--- config.mk ---
export PLATFORM = sky130hd
export DESIGN_NAME = stream_width_cast
export DESIGN_NICKNAME = d
export VERILOG_FILES = /design/src/rtl/stream_width_cast.sv
export SDC_FILE = /design/constraint.sdc
export NUM_CORES = 1
export LEC_CHECK = 0
export ABC_AREA = 1
export BUFFER_PORTS_ARGS = -buffer_cell sky130_fd_sc_hd__buf_2
export CORE_MARGIN = 2
export CORE_UTILIZATION = 38
export DETAILED_ROUTE_END_ITERATION = 12
export GPL_TIMING_DRIVEN = 0
export SETUP_SLACK_MARGIN = 0.05
export SYNTH_ARGS = -nofsm -noshare
export SYNTH_HDL_FRONTEND = slang
export SYNTH_SLANG_ARGS = --single-unit
--- constraint.sdc ---
create_clock -name clk -period 1.45 [get_ports clk]
set_input_delay 0.29 -clock clk [delete_from_list [all_inputs] [get_ports clk]]
set_output_delay 0.29 -clock clk [all_outputs]
set_load 0.05 [all_outputs]
--- src/rtl/stream_width_cast.sv ---
// Resizes each stream beat from IN_W to OUT_W bits (sign/zero extend, truncate or clamp) behind a 2-entry skid buffer.
// Latency: one cycle from acceptance into an empty buffer to out_valid.
// Backpressure: in_ready drops only when both entries are full and is a function of buffer state alone.
module stream_width_cast #(
    parameter int IN_W  = 2,
    parameter int OUT_W = 3,
    parameter int SAT   = 0,
    parameter int CNT_W = 8
) (
    input  logic             clk,
    input  logic             rst,
    input  logic             in_valid,
    output logic             in_ready,
    input  logic [IN_W-1:0]  in_data,
    input  logic             in_signed,
    output logic             out_valid,
    input  logic             out_ready,
    output logic [OUT_W-1:0] out_data,
    output logic             out_clamped,
    output logic [CNT_W-1:0] sat_cnt
);

    // Cast result for the beat currently on the input, stored at push time.
    logic [OUT_W-1:0] cast_data;
    logic             cast_clamped;

    generate
        if (OUT_W >= IN_W) begin : g_widen
            if (OUT_W == IN_W) begin : g_same
                wire unused_sign = in_signed;
                assign cast_data = in_data;
            end else begin : g_ext
                logic ext_bit;
                assign ext_bit   = in_signed & in_data[IN_W-1];
                assign cast_data = {{(OUT_W-IN_W){ext_bit}}, in_data};
            end
            assign cast_clamped = 1'b0;
        end else if (SAT == 0) begin : g_trunc
            // Truncation ignores signedness and the dropped high bits entirely.
            wire unused_hi = ^{in_signed, in_data[IN_W-1:OUT_W]};
            assign cast_data    = in_data[OUT_W-1:0];
            assign cast_clamped = 1'b0;
        end else begin : g_clamp
            localparam logic [OUT_W-1:0] SMIN = OUT_W'(1) << (OUT_W-1);
            localparam logic [OUT_W-1:0] SMAX = ~SMIN;
            localparam logic [OUT_W-1:0] UMAX = '1;

            logic [IN_W-OUT_W:0] s_top;   // bits that must all match the result sign
            logic                s_fit;
            logic                u_fit;

            assign s_top = in_data[IN_W-1:OUT_W-1];
            assign s_fit = (s_top == '0) || (s_top == '1);
            assign u_fit = (in_data[IN_W-1:OUT_W] == '0);

            // Out-of-range values go to the nearest bound; the input MSB tells which side for signed beats.
            always_comb begin
                cast_data    = in_data[OUT_W-1:0];
                cast_clamped = 1'b0;
                if (in_signed) begin
                    if (!s_fit) begin
                        cast_data    = in_data[IN_W-1] ? SMIN : SMAX;
                        cast_clamped = 1'b1;
                    end
                end else begin
                    if (!u_fit) begin
                        cast_data    = UMAX;
                        cast_clamped = 1'b1;
                    end
                end
            end
        end
    endgenerate

    logic [OUT_W-1:0] mem_data  [2];
    logic             mem_clamp [2];
    logic             wr_ptr;
    logic             rd_ptr;
    logic [1:0]       count;
    logic             push;
    logic             pop;

    assign in_ready    = !rst && (count != 2'd2);
    assign out_valid   = (count != 2'd0);
    assign push        = in_valid && in_ready;
    assign pop         = out_valid && out_ready;
    assign out_data    = mem_data[rd_ptr];
    assign out_clamped = mem_clamp[rd_ptr];

    // Two-entry ring: write at wr_ptr, head at rd_ptr; reset discards any buffered beats.
    always_ff @(posedge clk or posedge rst) begin
        if (rst) begin
            mem_data[0]  <= '0;
            mem_data[1]  <= '0;
            mem_clamp[0] <= 1'b0;
            mem_clamp[1] <= 1'b0;
            wr_ptr       <= 1'b0;
            rd_ptr       <= 1'b0;
            count        <= 2'd0;
        end else begin
            if (push) begin
                mem_data[wr_ptr]  <= cast_data;
                mem_clamp[wr_ptr] <= cast_clamped;
                wr_ptr            <= ~wr_ptr;
            end
            if (pop) begin
                rd_ptr <= ~rd_ptr;
            end
            case ({push, pop})
                2'b10:   count <= count + 2'd1;
                2'b01:   count <= count - 2'd1;
                default: count <= count;
            endcase
        end
    end

    // Count clamped beats at acceptance, sticking at all-ones.
    always_ff @(posedge clk or posedge rst) begin
        if (rst) begin
            sat_cnt <= '0;
        end else if (push && cast_clamped && (sat_cnt != '1)) begin
            sat_cnt <= sat_cnt + CNT_W'(1);
        end
    end

endmodule
Yosys cells after proc, flatten, opt, wreduce, memory -nomap -nowiden

Index checks and enable logic that the tools add are counted.

Input port bits: 7
Output and inout port bits: 14
Flip-flop bits (word level): 12
Word-level logic and storage cells: 41

Equal/unequal tests: 3
Add/sub/neg operators: 2
Bitwise gates (word level): 7
Reduce and logical (&&, ||, !) cells: 7
Muxes and demuxes: 12
$lt $le $gt $ge: 3

Operators by type and width:

| cell                  | count |
|---|---|
| $mux W3               | 4 |
| $bwmux W6             | 1 |
| $ge A2 B2 Y1 const B  | 2 |
| $logic_and A1 B1 Y1   | 4 |
| $mux W1               | 4 |
| $not A1 Y2            | 2 |
| $pmux W2 S2           | 1 |
| $reduce_bool A2 Y1    | 2 |
| $demux W3 S1          | 1 |
| $add A2 B1 Y2 const B | 1 |
| $and A2 B2 Y2         | 1 |
| $eq A2 B1 Y1 const B  | 1 |
| $eq A2 B2 Y1 const B  | 1 |
| $lt A2 B1 Y1 const B  | 1 |
| $ne A2 B2 Y1 const B  | 1 |
| $not A1 Y1            | 2 |
| $not A2 Y2            | 1 |
| $sub A2 B1 Y2 const B | 1 |
| $and A1 B1 Y1         | 1 |
| $demux W1 S1          | 1 |
| $logic_not A1 Y1      | 1 |

Depth between registers and ports, before layout

Depth in word-level cells: 7
Gate-level depth with buffers: 9
Mapped depth without buffers: 9

Worst setup path before layout

Ideal clock, no wire load.

Path kind: reg2reg
Start: register count[1]
End: register count[1]
Arrival time: 1.614 ns
Cell stages (with the launch flop): 9
Required time: 1.327 ns
Setup slack: -0.286 ns
Period minus slack after synthesis: 1.736 ns
Buffers on the path: 0
Setup time: 0.123 ns
Cell sequence: dfrtp_1 inv_1 nand2_1 nand2_1 inv_1 ha_1 inv_1 nand3_1 xor2_1

Elaborated cells between the ends (all ways): 11
Those cells by class: 2 x add/sub; 3 x eq/ne; 1 x mux; 5 x reduce/logical

RTL lines:

| element                                           | line | RTL |
|---|---|---|
| from (decl)                                       | 79   | `logic [1:0] count;` |
| from (signal assigned)                            | 110  | `2'b10: count <= count + 2'd1;` |
| from (signal assigned)                            | 111  | `2'b01: count <= count - 2'd1;` |
| from (signal assigned)                            | 112  | `default: count <= count;` |
| $reduce_bool A2 Y1 (*)                            | 84   | `assign out_valid = (count != 2'd0);` |
| named net out_valid                               | 16   | `output logic out_valid,` |
| $logic_and A1 B1 Y1 (*)                           | 86   | `assign pop = out_valid && out_ready;` |
| named net pop                                     | 81   | `logic pop;` |
| $eq A2 B1 Y1 or $eq A2 B2 Y1 (tied branches)      | 109  | `case ({push, pop})` |
| $pmux W2 S2 or $reduce_bool A2 Y1 (tied branches) | -    |  |

Mark *: on every way through the listed nets, which the timed path passes. The rest lies on a longest branch.
A chain may end at the register's enable or synchronous reset.

Worst setup path in the final report

Start: register rd_ptr
End: output port out_data[2]

Word-level cells in the longest chain between the ends: 4

RTL lines:

| element                                    | line | RTL |
|---|---|---|
| from (decl)                                | 78   | `logic rd_ptr;` |
| from (signal assigned)                     | 107  | `rd_ptr <= ~rd_ptr;` |
| $not A1 Y2 (not written as such)           | 87   | `assign out_data = mem_data[rd_ptr];` |
| $mux W3 (not written as such) (3 in a row) | 87   |  |
| to (decl)                                  | 18   | `output logic [OUT_W-1:0] out_data,` |

No other way between the ends. The select of a mux whose other input is x is not followed.

==> run summary <==
Routed length on met3: 79 um
Post-synth top area cell: dfrtp_1
Final setup viols: 4
Final Max Slew Viols: 0
Leakage power summed over all cells: 0.528 nW
P&R area growth vs syn: 43.9%
Clock latency of the later-clocked register in the worst-skew pair: 260 ps
Top cells by area, synth: dfrtp_1 45%, nand2_1 13%, buf_4 9.1%, nand4_1 8.5%, mux2_2 6.8%
Setup repair after global routing missed its margin: yes
First-pass GRT wire length: 1990 um
Reg area: 302 um^2
Mean instance size in the synthesized netlist: 9.05 um^2
Violations in the final reports: negative setup slack
Data arrival time of the worst path: 1190 ps
Total negative slack for setup checks: -120 ps
Number of global-route vias before repair: 493
Highest Clock Rate: 0.674 GHz
Worst setup SP type: flop
Vias after detailed routing: 566
Clk pin slew, worst setup/hold paths: 70 ps
Count of cell types in the netlist: 16
Sequential element share of the synthesized area: 45.5%
Number of cells produced by synthesis: 73
Remaining routing DRC violations: 0
Critical path class: flop to output port
Clock Skews: 3.80 ps
Share of final-layout standard cells stronger than drive strength 1: 45.7%
Routed wire length on met2: 687 um
Longest Clk Path Bufs: 2
Max Fanout on Critical Path: 5
Boundary Pins: 21
Maximum number of pins on one net before global-route repair: 15
Top metal layer carrying routed signals: met4
Critical Path Sink Type: output port
Die Footprint: 2090 um^2
Slew of the pin with the lowest slew margin: 507 ps
CTS hold repair buffers: 0
Chip Height: 45.7 um
Kind of path behind the tightest hold check: primary input to async pin
Warnings from Yosys: 0
Max IR drop VDD: 0.848 mV
EDFF count, synth: 0
Most used standard cell by instance count after synthesis: nand2_1
Final worst-path setup slack: -33.5 ps
Inserted Clock Buffers: 3
GRT Overall Usage: 13.6%
Standard-cell rows: 15
Starting utilization of the core area: 39.6%
Leading cell types by count after synthesis: 22 x nand2_1, 12 x dfrtp_1, 9 x nand4_1
Root Driver: clkbuf_4
Area fraction of the dominant cell type after synthesis: 45.5%
Number of cells on the worst reg-to-reg path: 7
Hold Fails Final Rpt: 0
Required time worst endpoint: 1160 ps
Filler Cell Count: 160
Pwr/cell area: 2120 nW/um^2
TritonCTS clock tree: yes
Total of flip-flops plus latches after synthesis: 12
Sink count of the clock tree: 12
Area of the multi-input gates: 314 um^2
Half-perimeter wire length after placement: 865 um
Reg-to-reg setup timing slack: 80 ps
Overall die width: 45.7 um
Routed via count divided by cell count: 4.64
Leading register cell type out of synthesis: dfrtp_1
Netlist Area Pre-Place: 661 um^2
Number of antenna violations at the first check in global routing: 0
DRC marker count from the first detailed-route iteration: 3
Placeable core region: 1670 um^2
Global route total overflow: 0
Fraction of synthesis flops using an asynchronous set or reset pin: 100%
Number of nets in the layout: 115
Total inserted antenna cells: 0
Final worst-path cycle share: 102%
Post-route minimum period: 1480 ps
Count of placed standard cells in the final layout, fillers left out: 122
H-tree Lvls: 1
First-pass DRT Iterations: 5
DRT met1 WL: 517 um
Routed wire length per instance: 10.7 um
Post-detailed-routing wire length: 1300 um
Number of cells after detailed placement: 108
Result of the run: finished with violations
RePlAce Congestion: 0.706
Max cap viols: 0
Buffers on Ports: 11
Headroom to the max-slew limit: 66.2%
Post-route antenna net violation count: 0
timing repair:
item                                    CTS  global route
gates resized for setup                  17             2
pin swaps                                 4             3
endpoints found under the setup margin    7             7
setup buffers                             7             4
power by group:
part	total, mW	switching [mW]	internal, mW	leakage, nW
sequential	0.601	0.124	0.476	0.150
clock	0.191	0.0955	0.0959	0.0138
combinational	1.22	0.674	0.546	0.364
critical path, stage by stage, from the launching register on:
cell and delay [ps]:
dfrtp_2 420, mux2_2 360, buf_6 150
cell families after synthesis:
family | share of synthesized area (%)
fa+ha+maj | 1.89
flops | 45.5
mux | 6.82
xor+xnor | 3.98
buf+inv | 14.4
other cells | 0.568
simple gates | 24.4
compound gates | 2.46
layout make-up:
| type | count | share of cell area, % |
|---|---|---|
| inverter | 8 | 3.16 |
| multi-input combinational | 51 | 33.0 |
| tap | 17 | 2.24 |
| buffer | 9 | 6.84 |
| clock buffer | 3 | 2.37 |
| sequential | 12 | 31.7 |
| timing repair buffer | 22 | 20.7 |
layer usage:
metal | vias up | GRT usage, %
met3 | 2 | 5.16
met5 | - | 0
li1 | 283 | -
met2 | 16 | 23.7
met1 | 265 | 15.0
met4 | 0 | 5.14
flip-flops by register name, indices dropped and copies added (netlist names):
register	flops
count	2
mem_clamp	2
mem_data	6
rd_ptr	1
wr_ptr	1
final timing paths:
| path | startpoint | end |
|---|---|---|
| hold reg to reg | mem_data[4] | mem_data[4] |
| setup reg to reg | count[0] | count[0] |
| min in group clk | in_data[0] | mem_data[0] |
| max in group asynchronous | rst | rd_ptr |
| setup / recovery | rd_ptr | out_data[2] |
| hold / removal | rst | count[0] |
stage by stage:
| step | utilization [%] | area [um^2] | hold WS [ps] | power [mW] | worst slack (ps) |
|---|---|---|---|---|---|
| floorplan | - | 702 | 171 | 1.32 | -163 |
| global placement | 46.6 | 778 | 365 | 1.47 | -19.0 |
| detailed placement | 46.6 | 778 | 368 | 1.48 | -19.8 |
| CTS | 55.0 | 918 | 77.5 | 1.95 | -41.0 |
| global route | 56.9 | 951 | 110 | 2.13 | -68.6 |
| finish | 56.9 | 951 | 72.7 | 2.01 | -33.5 |
layout by cell type (no fill, tap or decap), drive strengths merged:
master	synthesis	routed
conb	1	8
xnor2	2	2
dfrtp	12	12
and2	1	1
nand2	23	23
ha	1	1
mux2	4	4
buf	9	31
a21oi	1	1
xor2	1	1
nand3	1	1
nand4	9	9
inv	8	8
clkbuf	0	3
Power figures use the tool's default switching activity.
